## src/rtl/disp_pkg.sv

```systemverilog
// ============================================================================
// Module   : disp_pkg
// Brief    : Shared constants, FSM state type and BCD helper functions for the
//            display scan controller slice.
// Revision : 1.0 - initial release
// ============================================================================
`default_nettype none

package disp_pkg;

    localparam int         NUM_DIGITS = 4;
    localparam int         BCD_MAX    = 9999;
    localparam logic [3:0] SEL_RESET  = 4'b1110;

    typedef enum logic [1:0] {
        IDLE   = 2'd0,
        CONV   = 2'd1,
        COMMIT = 2'd2
    } state_t;

    // Double-dabble correction step: every BCD nibble >= 5 gets +3 before the shift.
    function automatic logic [4*NUM_DIGITS-1:0] bcd_adjust(input logic [4*NUM_DIGITS-1:0] bcd);
        logic [4*NUM_DIGITS-1:0] res;
        res = bcd;
        for (int i = 0; i < NUM_DIGITS; i++) begin
            if (bcd[4*i +: 4] >= 4'd5) begin
                res[4*i +: 4] = bcd[4*i +: 4] + 4'd3;
            end
        end
        return res;
    endfunction

    // Bit i is set when digit i and every digit above it are zero.
    // The units digit (bit 0) is never flagged so a value of 0 still shows "0".
    function automatic logic [NUM_DIGITS-1:0] lead_zero_mask(input logic [4*NUM_DIGITS-1:0] bcd);
        logic [NUM_DIGITS-1:0] m;
        logic                  zero_above;
        m          = '0;
        zero_above = 1'b1;
        for (int i = NUM_DIGITS - 1; i >= 1; i--) begin
            zero_above = zero_above & (bcd[4*i +: 4] == 4'd0);
            m[i]       = zero_above;
        end
        return m;
    endfunction

endpackage

`default_nettype wire

```

## src/rtl/bin2bcd_seq.sv

```systemverilog
// ============================================================================
// Module   : bin2bcd_seq
// Brief    : Sequential double-dabble binary-to-BCD converter. A start pulse
//            loads the operand; BIN_W shift cycles follow. done is high during
//            the final shift cycle, so bcd holds the result from the next cycle.
// Revision : 1.0 - initial release
// ============================================================================
`default_nettype none

module bin2bcd_seq
    import disp_pkg::*;
#(
    parameter int BIN_W = 14
) (
    input  logic                    clk,
    input  logic                    rst_n,
    input  logic                    start,
    input  logic [BIN_W-1:0]        bin,
    output logic                    done,
    output logic [4*NUM_DIGITS-1:0] bcd
);

    localparam int                 BCD_W      = 4 * NUM_DIGITS;
    localparam int                 CNT_W      = $clog2(BIN_W + 1);
    localparam logic [CNT_W-1:0]   c_CNT_LOAD = CNT_W'(BIN_W);
    localparam logic [CNT_W-1:0]   c_CNT_LAST = CNT_W'(1);

    logic [BIN_W-1:0] r_bin;
    logic [BCD_W-1:0] r_bcd;
    logic [CNT_W-1:0] r_cnt;
    logic             r_busy;
    logic [BCD_W-1:0] w_adj;

    assign w_adj = bcd_adjust(r_bcd);
    assign done  = r_busy & (r_cnt == c_CNT_LAST);
    assign bcd   = r_bcd;

    // Load on start, then adjust-and-shift one binary bit into the BCD field per cycle.
    always_ff @(posedge clk or negedge rst_n) begin
        if (!rst_n) begin
            r_bin  <= '0;
            r_bcd  <= '0;
            r_cnt  <= '0;
            r_busy <= 1'b0;
        end else if (start) begin
            r_bin  <= bin;
            r_bcd  <= '0;
            r_cnt  <= c_CNT_LOAD;
            r_busy <= 1'b1;
        end else if (r_busy) begin
            r_bcd <= {w_adj[BCD_W-2:0], r_bin[BIN_W-1]};
            r_bin <= {r_bin[BIN_W-2:0], 1'b0};
            r_cnt <= r_cnt - c_CNT_LAST;
            if (done) begin
                r_busy <= 1'b0;
            end
        end
    end

endmodule

`default_nettype wire

```

## src/rtl/disp_scan_ctrl.sv

```systemverilog
// ============================================================================
// Module   : disp_scan_ctrl
// Brief    : Accepts a binary value over valid/ready, converts it to four BCD
//            digits and time-multiplexes them onto a 4-digit common display.
//            Optional macro LEADING_ZERO_BLANK_EN blanks digits above the most
//            significant non-zero digit (units digit always shown).
// Revision : 1.0 - initial release
// ============================================================================
`default_nettype none

module disp_scan_ctrl
    import disp_pkg::*;
#(
    parameter int SCAN_DIV = 50000,
    parameter int BIN_W    = 14
) (
    input  logic             clk,
    input  logic             rst_n,
    input  logic             in_valid,
    output logic             in_ready,
    input  logic [BIN_W-1:0] in_bin,
    output logic [3:0]       digit,
    output logic [3:0]       dig_sel,
    output logic             ovf
);

    localparam int               BCD_W      = 4 * NUM_DIGITS;
    localparam int               IDX_W      = $clog2(NUM_DIGITS);
    localparam int               PRE_W      = (SCAN_DIV > 1) ? $clog2(SCAN_DIV) : 1;
    localparam logic [PRE_W-1:0] c_PRE_LAST = PRE_W'(SCAN_DIV - 1);

    state_t                r_state;
    state_t                w_state_nxt;
    logic                  w_start;
    logic                  w_commit;
    logic                  w_conv_done;
    logic                  w_bin_ovf;
    logic [BIN_W-1:0]      w_bin_clamped;
    logic [BCD_W-1:0]      w_bcd;
    logic [BCD_W-1:0]      r_disp;
    logic [PRE_W-1:0]      r_pre;
    logic [IDX_W-1:0]      r_idx;
    logic [IDX_W-1:0]      r_idx_d;
    logic [NUM_DIGITS-1:0] w_sel_nxt;
`ifdef LEADING_ZERO_BLANK_EN
    logic [NUM_DIGITS-1:0] r_blank;
`endif

    // Values beyond four decimal digits are saturated and flagged.
    assign w_bin_ovf     = (32'(in_bin) > 32'(BCD_MAX));
    assign w_bin_clamped = w_bin_ovf ? BIN_W'(BCD_MAX) : in_bin;

    bin2bcd_seq #(
        .BIN_W (BIN_W)
    ) u_bin2bcd (
        .clk   (clk),
        .rst_n (rst_n),
        .start (w_start),
        .bin   (w_bin_clamped),
        .done  (w_conv_done),
        .bcd   (w_bcd)
    );

    // FSM state register.
    always_ff @(posedge clk or negedge rst_n) begin
        if (!rst_n) begin
            r_state <= IDLE;
        end else begin
            r_state <= w_state_nxt;
        end
    end

    // FSM next-state and handshake decode; in_ready is high only in IDLE.
    always_comb begin
        w_state_nxt = r_state;
        in_ready    = 1'b0;
        w_start     = 1'b0;
        w_commit    = 1'b0;
        case (r_state)
            IDLE: begin
                in_ready = 1'b1;
                if (in_valid) begin
                    w_start     = 1'b1;
                    w_state_nxt = CONV;
                end
            end
            CONV: begin
                if (w_conv_done) begin
                    w_state_nxt = COMMIT;
                end
            end
            COMMIT: begin
                w_commit    = 1'b1;
                w_state_nxt = IDLE;
            end
            default: begin
                w_state_nxt = IDLE;
            end
        endcase
    end

    // Overflow flag refreshes on every accept and holds until the next one.
    always_ff @(posedge clk or negedge rst_n) begin
        if (!rst_n) begin
            ovf <= 1'b0;
        end else if (w_start) begin
            ovf <= w_bin_ovf;
        end
    end

    // Display register (and blank mask when enabled) load together on COMMIT.
    always_ff @(posedge clk or negedge rst_n) begin
        if (!rst_n) begin
            r_disp  <= '0;
`ifdef LEADING_ZERO_BLANK_EN
            r_blank <= SEL_RESET;
`endif
        end else if (w_commit) begin
            r_disp  <= w_bcd;
`ifdef LEADING_ZERO_BLANK_EN
            r_blank <= lead_zero_mask(w_bcd);
`endif
        end
    end

    // Prescaler and scan index run free of the conversion FSM.
    always_ff @(posedge clk or negedge rst_n) begin
        if (!rst_n) begin
            r_pre <= '0;
            r_idx <= '0;
        end else if (r_pre == c_PRE_LAST) begin
            r_pre <= '0;
            r_idx <= r_idx + 1'b1;
        end else begin
            r_pre <= r_pre + 1'b1;
        end
    end

    // Active-low one-hot enable from the delayed index, with blanked digits forced off.
`ifdef LEADING_ZERO_BLANK_EN
    assign w_sel_nxt = ~(NUM_DIGITS'(1) << r_idx_d) | r_blank;
`else
    assign w_sel_nxt = ~(NUM_DIGITS'(1) << r_idx_d);
`endif

    // Digit output follows the index; the enable trails it by one cycle to match the decoder register.
    always_ff @(posedge clk or negedge rst_n) begin
        if (!rst_n) begin
            digit   <= 4'd0;
            r_idx_d <= '0;
            dig_sel <= SEL_RESET;
        end else begin
            digit   <= r_disp[4*r_idx +: 4];
            r_idx_d <= r_idx;
            dig_sel <= w_sel_nxt;
        end
    end

endmodule

`default_nettype wire

```

## config.mk

```make
export PLATFORM = sky130hd
export DESIGN_NAME = disp_scan_ctrl
export DESIGN_NICKNAME = d
export VERILOG_FILES = /design/src/rtl/disp_pkg.sv /design/src/rtl/bin2bcd_seq.sv /design/src/rtl/disp_scan_ctrl.sv
export SDC_FILE = /design/constraint.sdc
export NUM_CORES = 1
export LEC_CHECK = 0
export CORE_UTILIZATION = 55
export CTS_CLUSTER_SIZE = 8
export DETAILED_ROUTE_END_ITERATION = 16
export PLACE_DENSITY = 0.75
export SLEW_MARGIN = 20
export SYNTH_ARGS = -nofsm -noshare
export SYNTH_HDL_FRONTEND = slang
export SYNTH_SLANG_ARGS = --single-unit
```

## constraint.sdc

```tcl
create_clock -name clk -period 3.63 [get_ports clk]
set_clock_uncertainty 0.05 [all_clocks]
set_input_delay 0.726 -clock clk [delete_from_list [all_inputs] [get_ports clk]]
set_output_delay 0.726 -clock clk [all_outputs]
set_load 0.01 [all_outputs]
```

==> results of run 1 <==
synthesized netlist by cell type (3+ instances only):
cell      count  share of area
ha_1         11          0.036
nand4_1       5         0.0082
dfrtp_1      79           0.52
a21oi_1      14          0.018
o21ai_0      33          0.043
xnor2_1      13          0.030
nand2b_1      8          0.013
nand3b_1      3         0.0059
xor2_1        9          0.021
mux4_2        4          0.024
nor2_1       30          0.030
nand2_1      36          0.035
mux2i_1      12          0.032
clkbuf_1     12          0.012
inv_1        11          0.011
or3_1         4         0.0066
nor3b_1       6          0.012
mux2_2       11          0.033
nand3_1      14          0.018
a211oi_1     12          0.024
nor4_1        3         0.0049
nor2b_1       6         0.0099
dfstp_2       3          0.021
power groups by stage:
| stage | sequential, mW | clock [mW] | combinational [mW] |
|---|---|---|---|
| after floorplan | 1.36 | 0 | 0.837 |
| after global placement | 1.44 | 0 | 1.01 |
| after detailed placement | 1.45 | 0 | 1.06 |
| after CTS | 1.44 | 0.747 | 1.07 |
| after global routing | 1.48 | 0.787 | 1.21 |
| final | 1.44 | 0.734 | 1.07 |
cell families (layout without fill, tap and decap cells):
| family | Yosys count | in the layout | synth area share |
|---|---|---|---|
| buffers and inverters | 26 | 56 | 0.0266 |
| AOI/OAI and AO/OA | 62 | 62 | 0.0907 |
| xor gates and xnor gates | 22 | 22 | 0.0506 |
| DFF | 82 | 82 | 0.540 |
| adders and majority gates | 11 | 11 | 0.0361 |
| muxes | 27 | 27 | 0.0877 |
| and+or+nand+nor | 125 | 125 | 0.169 |
flip-flops by register name, indices dropped and copies added (netlist names):
signal / cells
u_bin2bcd.r_busy: 1
r_disp: 16
r_pre: 16
r_state: 2
digit: 4
u_bin2bcd.r_cnt: 4
dig_sel: 4
u_bin2bcd.r_bin: 14
u_bin2bcd.bcd: 16
ovf: 1
r_idx: 2
r_idx_d: 2
metal layers:
metal	GRT usage	vias to the layer above
li1	-	1282
met1	0.313	1267
met2	0.320	57
met3	0.0447	6
met4	0.0832	0
met5	0	-
final timing paths:
| check | startpoint | endpoint | slack [ns] | depth (start not counted) |
|---|---|---|---|---|
| hold / removal | rst_n | r_disp[3] | 0.35 | 1 |
| hold reg to reg | r_idx_d[1] | dig_sel[2] | 0.38 | 1 |
| setup reg to reg | r_pre[12] | r_pre[14] | 1.55 | 5 |
| setup / recovery | r_state[1] | in_ready | 1.24 | 2 |
| max in group asynchronous | rst_n | u_bin2bcd.r_bin[3] | 2.67 | 1 |
| min in group clk | r_idx_d[1] | dig_sel[2] | 0.38 | 1 |
cell type report:
| cell class | count | area, um^2 | area share |
|---|---|---|---|
| clock buffers | 10 | 138 | 0.0316 |
| flip-flops and latches | 82 | 2060 | 0.472 |
| repair buffers | 29 | 284 | 0.0652 |
| clock inverters | 6 | 90.1 | 0.0207 |
| multi-input cells | 247 | 1650 | 0.379 |
| well taps | 77 | 96.3 | 0.0221 |
| inverters | 11 | 41.3 | 0.00948 |
metrics by stage:
stage	instances	utilization	power, mW
after CTS	462	0.666	3.25
after detailed placement	446	0.632	2.51
final	462	0.667	3.25
after global routing	462	0.667	3.48
after floorplan	355	-	2.20
after global placement	446	0.632	2.46
==> metrics, run 1 <==
WS Path Type=register to output pin; Worst-Skew Late Latency=0.35 ns; share of layout cells above drive strength 1=0.106; DP HPWL=4.65 mm; Hold Crit Class=input pin to async pin; Netlist cell types=35; WP buf/inv=1; register area share after synthesis=0.540; Root Buffer=clkbuf_8; hold buffer count at CTS=0; Tot GR Track Use=0.215; Post-Syn Area=3810 um^2; largest net degree at the start of global routing=83; crit path max-delay cell type=clkdlybuf4s50_1; Avg WL per Cell=14.9 um; Final setup viols=0; Top delay family on crit path=buffers and inverters; final hold violations=0; Setup WS post-layout=1.24 ns; Antenna Cells=0; P_sw=1.12 mW; vias after detailed routing=2612; Port Buffers=26; most common cell after layout, fill and taps aside=dfrtp_1; floorplan row count=29; setup bufs post-CTS=0; Hold WS=0.350 ns; Slew Viols, Final=0; Num CTS Buffers=9; clock buffer depth=2; gr ovfl total=0; RSZ-0062 raised after global routing=false; WP data required=2.85 ns; Synth Instances=355; number of DRC markers in iteration 0=121; area grow syn2layout=14.4%; top_reg_cell synth=dfrtp_1; via/cell ratio=5.65; H-tree levels=3; CTS tree=yes; power share of the clock group=0.226; Remaining DRCs=0; vias in the first global route=2519; 1st-pass router iterations=5; Int Pwr=2.13 mW; Switching Share=0.345; worst-margin pin slew=0.944 ns; routed length on met1=3.43 mm; Chip Width=85.2 um; Detail Route Antenna Nets=0; combinational share of power=0.331; Yosys reg bits=82; initial antenna violation count=0; final worst path period need=2.39 ns; Startpoint Class=register; status=complete, no violations; PwrDens=745 nW/um^2; MaxCap Viol Count=0; slowest stage delay, CP=0.60 ns; Initial Utilization=0.583; post-route clock period utilization=0.658; Area after DPL=4130 um^2; Die Y=85.2 um; CP Max Fanout=5; post-route cell area=4360 um^2; Core Region=6530 um^2; routed length on met3=195 um; metal2 WL=3.18 mm; post-synthesis async set-or-reset flop share=1.00; Max Fclk=0.419 GHz; Worst VDD drop=0.369 mV; post-cts sizing count=0; CTS clock-pin slew for the worst setup and hold paths=0.08 ns; Flop pwr share=0.443; first-pass GRT wire length=12.0 mm; Placer Congestion=0.788; Worst slew margin=0.371; Filler Cell Count=506; Setup TNS Final=0 ns; average size of a mapped cell=10.7 um^2; worst path arrival time=1.61 ns; # IOs=27; Syn Nets=383; WL final=6.89 mm; synthesis warning total=0; post-layout net count=408; nature of the critical path endpoint=output pin; die area=7260 um^2; most frequent cells in the layout=dfrtp_1, nand2_1, o21ai_0; highest routed layer=met4; Lkg Pwr=1.96 nW; CP Cell Sequence=nor2_1, clkdlybuf4s50_1; Place WS=0.977 ns; CTS sink count=82; EDFF count, synth=0
(Power assumes the default switching activity.)
==> inputs of run 2 (changes only) <==
clock period = 2.5 ns   (was 3.63 ns; I/O delays follow)
==> run 2 against run 1 <==
Flip-flop and latch count did not move. Largest cell class unchanged. First-iteration DRC count down 31%. Critical path type unchanged. Largest power group unchanged. Worst hold slack got worse by 0.31 ns. Register-to-register slack got worse by 1.2 ns. Cell count up 1.1%. Die area unchanged.
==> metrics, run 2 (same netlist as run 1, synthesis figures left out) <==
CTS tree=yes; 1st-pass router iterations=4; Chip Width=85.2 um; vias in the first global route=2498; Placer Congestion=0.745; Num CTS Buffers=9; Lkg Pwr=2.00 nW; Detail Route Antenna Nets=0; Hold WS=0.0419 ns; Tot GR Track Use=0.212; CP Max Fanout=5; most common cell after layout, fill and taps aside=dfrtp_1; CTS sink count=82; GR Layer Usage met3=0.0360; area grow syn2layout=16.4%; number of DRC markers in iteration 0=84; # IOs=27; r2r setup slk=0.39 ns; most frequent cells in the layout=dfrtp_1, nand2_1, o21ai_0; power share of the clock group=0.240; worst path arrival time=1.60 ns; floorplan row count=29; nature of the critical path endpoint=output pin; Setup TNS Final=0 ns; Hold Crit Class=input pin to async pin; Worst slew margin=0.564; first-pass GRT wire length=11.9 mm; die area=7260 um^2; CTS clock-pin slew for the worst setup and hold paths=0.08 ns; Initial Utilization=0.583; Die Y=85.2 um; Worst-Skew Late Latency=0.35 ns; worst-margin pin slew=0.654 ns; H-tree levels=3; Worst VDD drop=0.525 mV; Max Fclk=0.465 GHz; RSZ-0062 raised after global routing=false; initial antenna violation count=0; Core Region=6530 um^2; Flop pwr share=0.431; final core occ=0.679; post-cts sizing count=0; WP data required=1.95 ns; M2 GR Usage=0.329; hold buffer count at CTS=0; met1 usage=0.297; post-route clock period utilization=0.860; clock buffer depth=2; placed cells=451; final worst path period need=2.15 ns; Remaining DRCs=0; Startpoint Class=register; post-layout net count=413; Avg WL per Cell=14.9 um; P_sw=1.60 mW; Switching Share=0.332; Root Buffer=clkbuf_8; Int Pwr=3.22 mW; status=complete, no violations; WS Path Type=register to output pin; combinational share of power=0.329; Slew Viols, Final=0; via/cell ratio=5.67; MaxCap Viol Count=0; largest net degree at the start of global routing=47; Antenna Cells=0; Critical R2R Launch=r_pre[0]; CP Cell Sequence=nor2_1, clkdlybuf4s50_1; Port Buffers=26; DP HPWL=4.82 mm; WL final=6.95 mm; final non-filler cell total=467; slowest stage delay, CP=0.59 ns; gr ovfl total=0; PwrDens=1090 nW/um^2; vias after detailed routing=2646; reg2reg path depth=6; setup bufs post-CTS=0; CP Launch Point=r_state[1]; final hold violations=0; GRT Max-Usage Layer=met2; crit path max-delay cell type=clkdlybuf4s50_1; share of layout cells above drive strength 1=0.113; Filler Cell Count=489; Final setup viols=0
-- run 2: metrics by stage --
step	power [mW]	setup slack, ns	instance area, um^2
2_1_floorplan	3.19	0.664	3810
3_3_place_gp	3.60	0.489	4190
3_5_place_dp	3.68	0.445	4190
4_1_cts	4.85	0.320	4430
5_1_grt	5.17	0.231	4430
6_report	4.82	0.350	4430
-- run 2: critical path, delay by kind of cell, from the launching register on --
| family | cells | cell delay (ns) |
|---|---|---|
| buf+inv | 1 | 0.59 |
| flops | 1 | 0.44 |
| simple gates | 1 | 0.22 |
-- run 2: power by group through the flow --
stage / clock network, mW / logic [mW] / registers (mW)
after floorplan: 0 / 1.22 / 1.97
after global placement: 0 / 1.52 / 2.08
after detailed placement: 0 / 1.58 / 2.10
after CTS: 1.18 / 1.59 / 2.08
after global routing: 1.23 / 1.81 / 2.14
final: 1.16 / 1.59 / 2.08
-- run 2: layer usage --
metal  up-vias  wire length (um)
met1      1289              3370
met5         -                 0
met3         9               203
met2        53              3260
li1       1295                 -
met4         0               110
-- run 2: layout make-up --
cell class	count	area, um^2	share of cell area
Multi-Input combinational cell	247	1650	0.373
Sequential cell	82	2060	0.464
Tap cell	77	96.3	0.0217
Clock buffer	12	145	0.0327
Clock inverter	4	98.8	0.0223
Timing Repair Buffer	34	343	0.0774
Inverter	11	41.3	0.00932
-- run 2: worst paths after layout --
check,to
setup / recovery,in_ready
hold / removal,digit[1]
setup reg to reg,r_pre[14]
hold reg to reg,dig_sel[3]
max in group asynchronous,u_bin2bcd.r_cnt[1]
min in group clk,dig_sel[3]
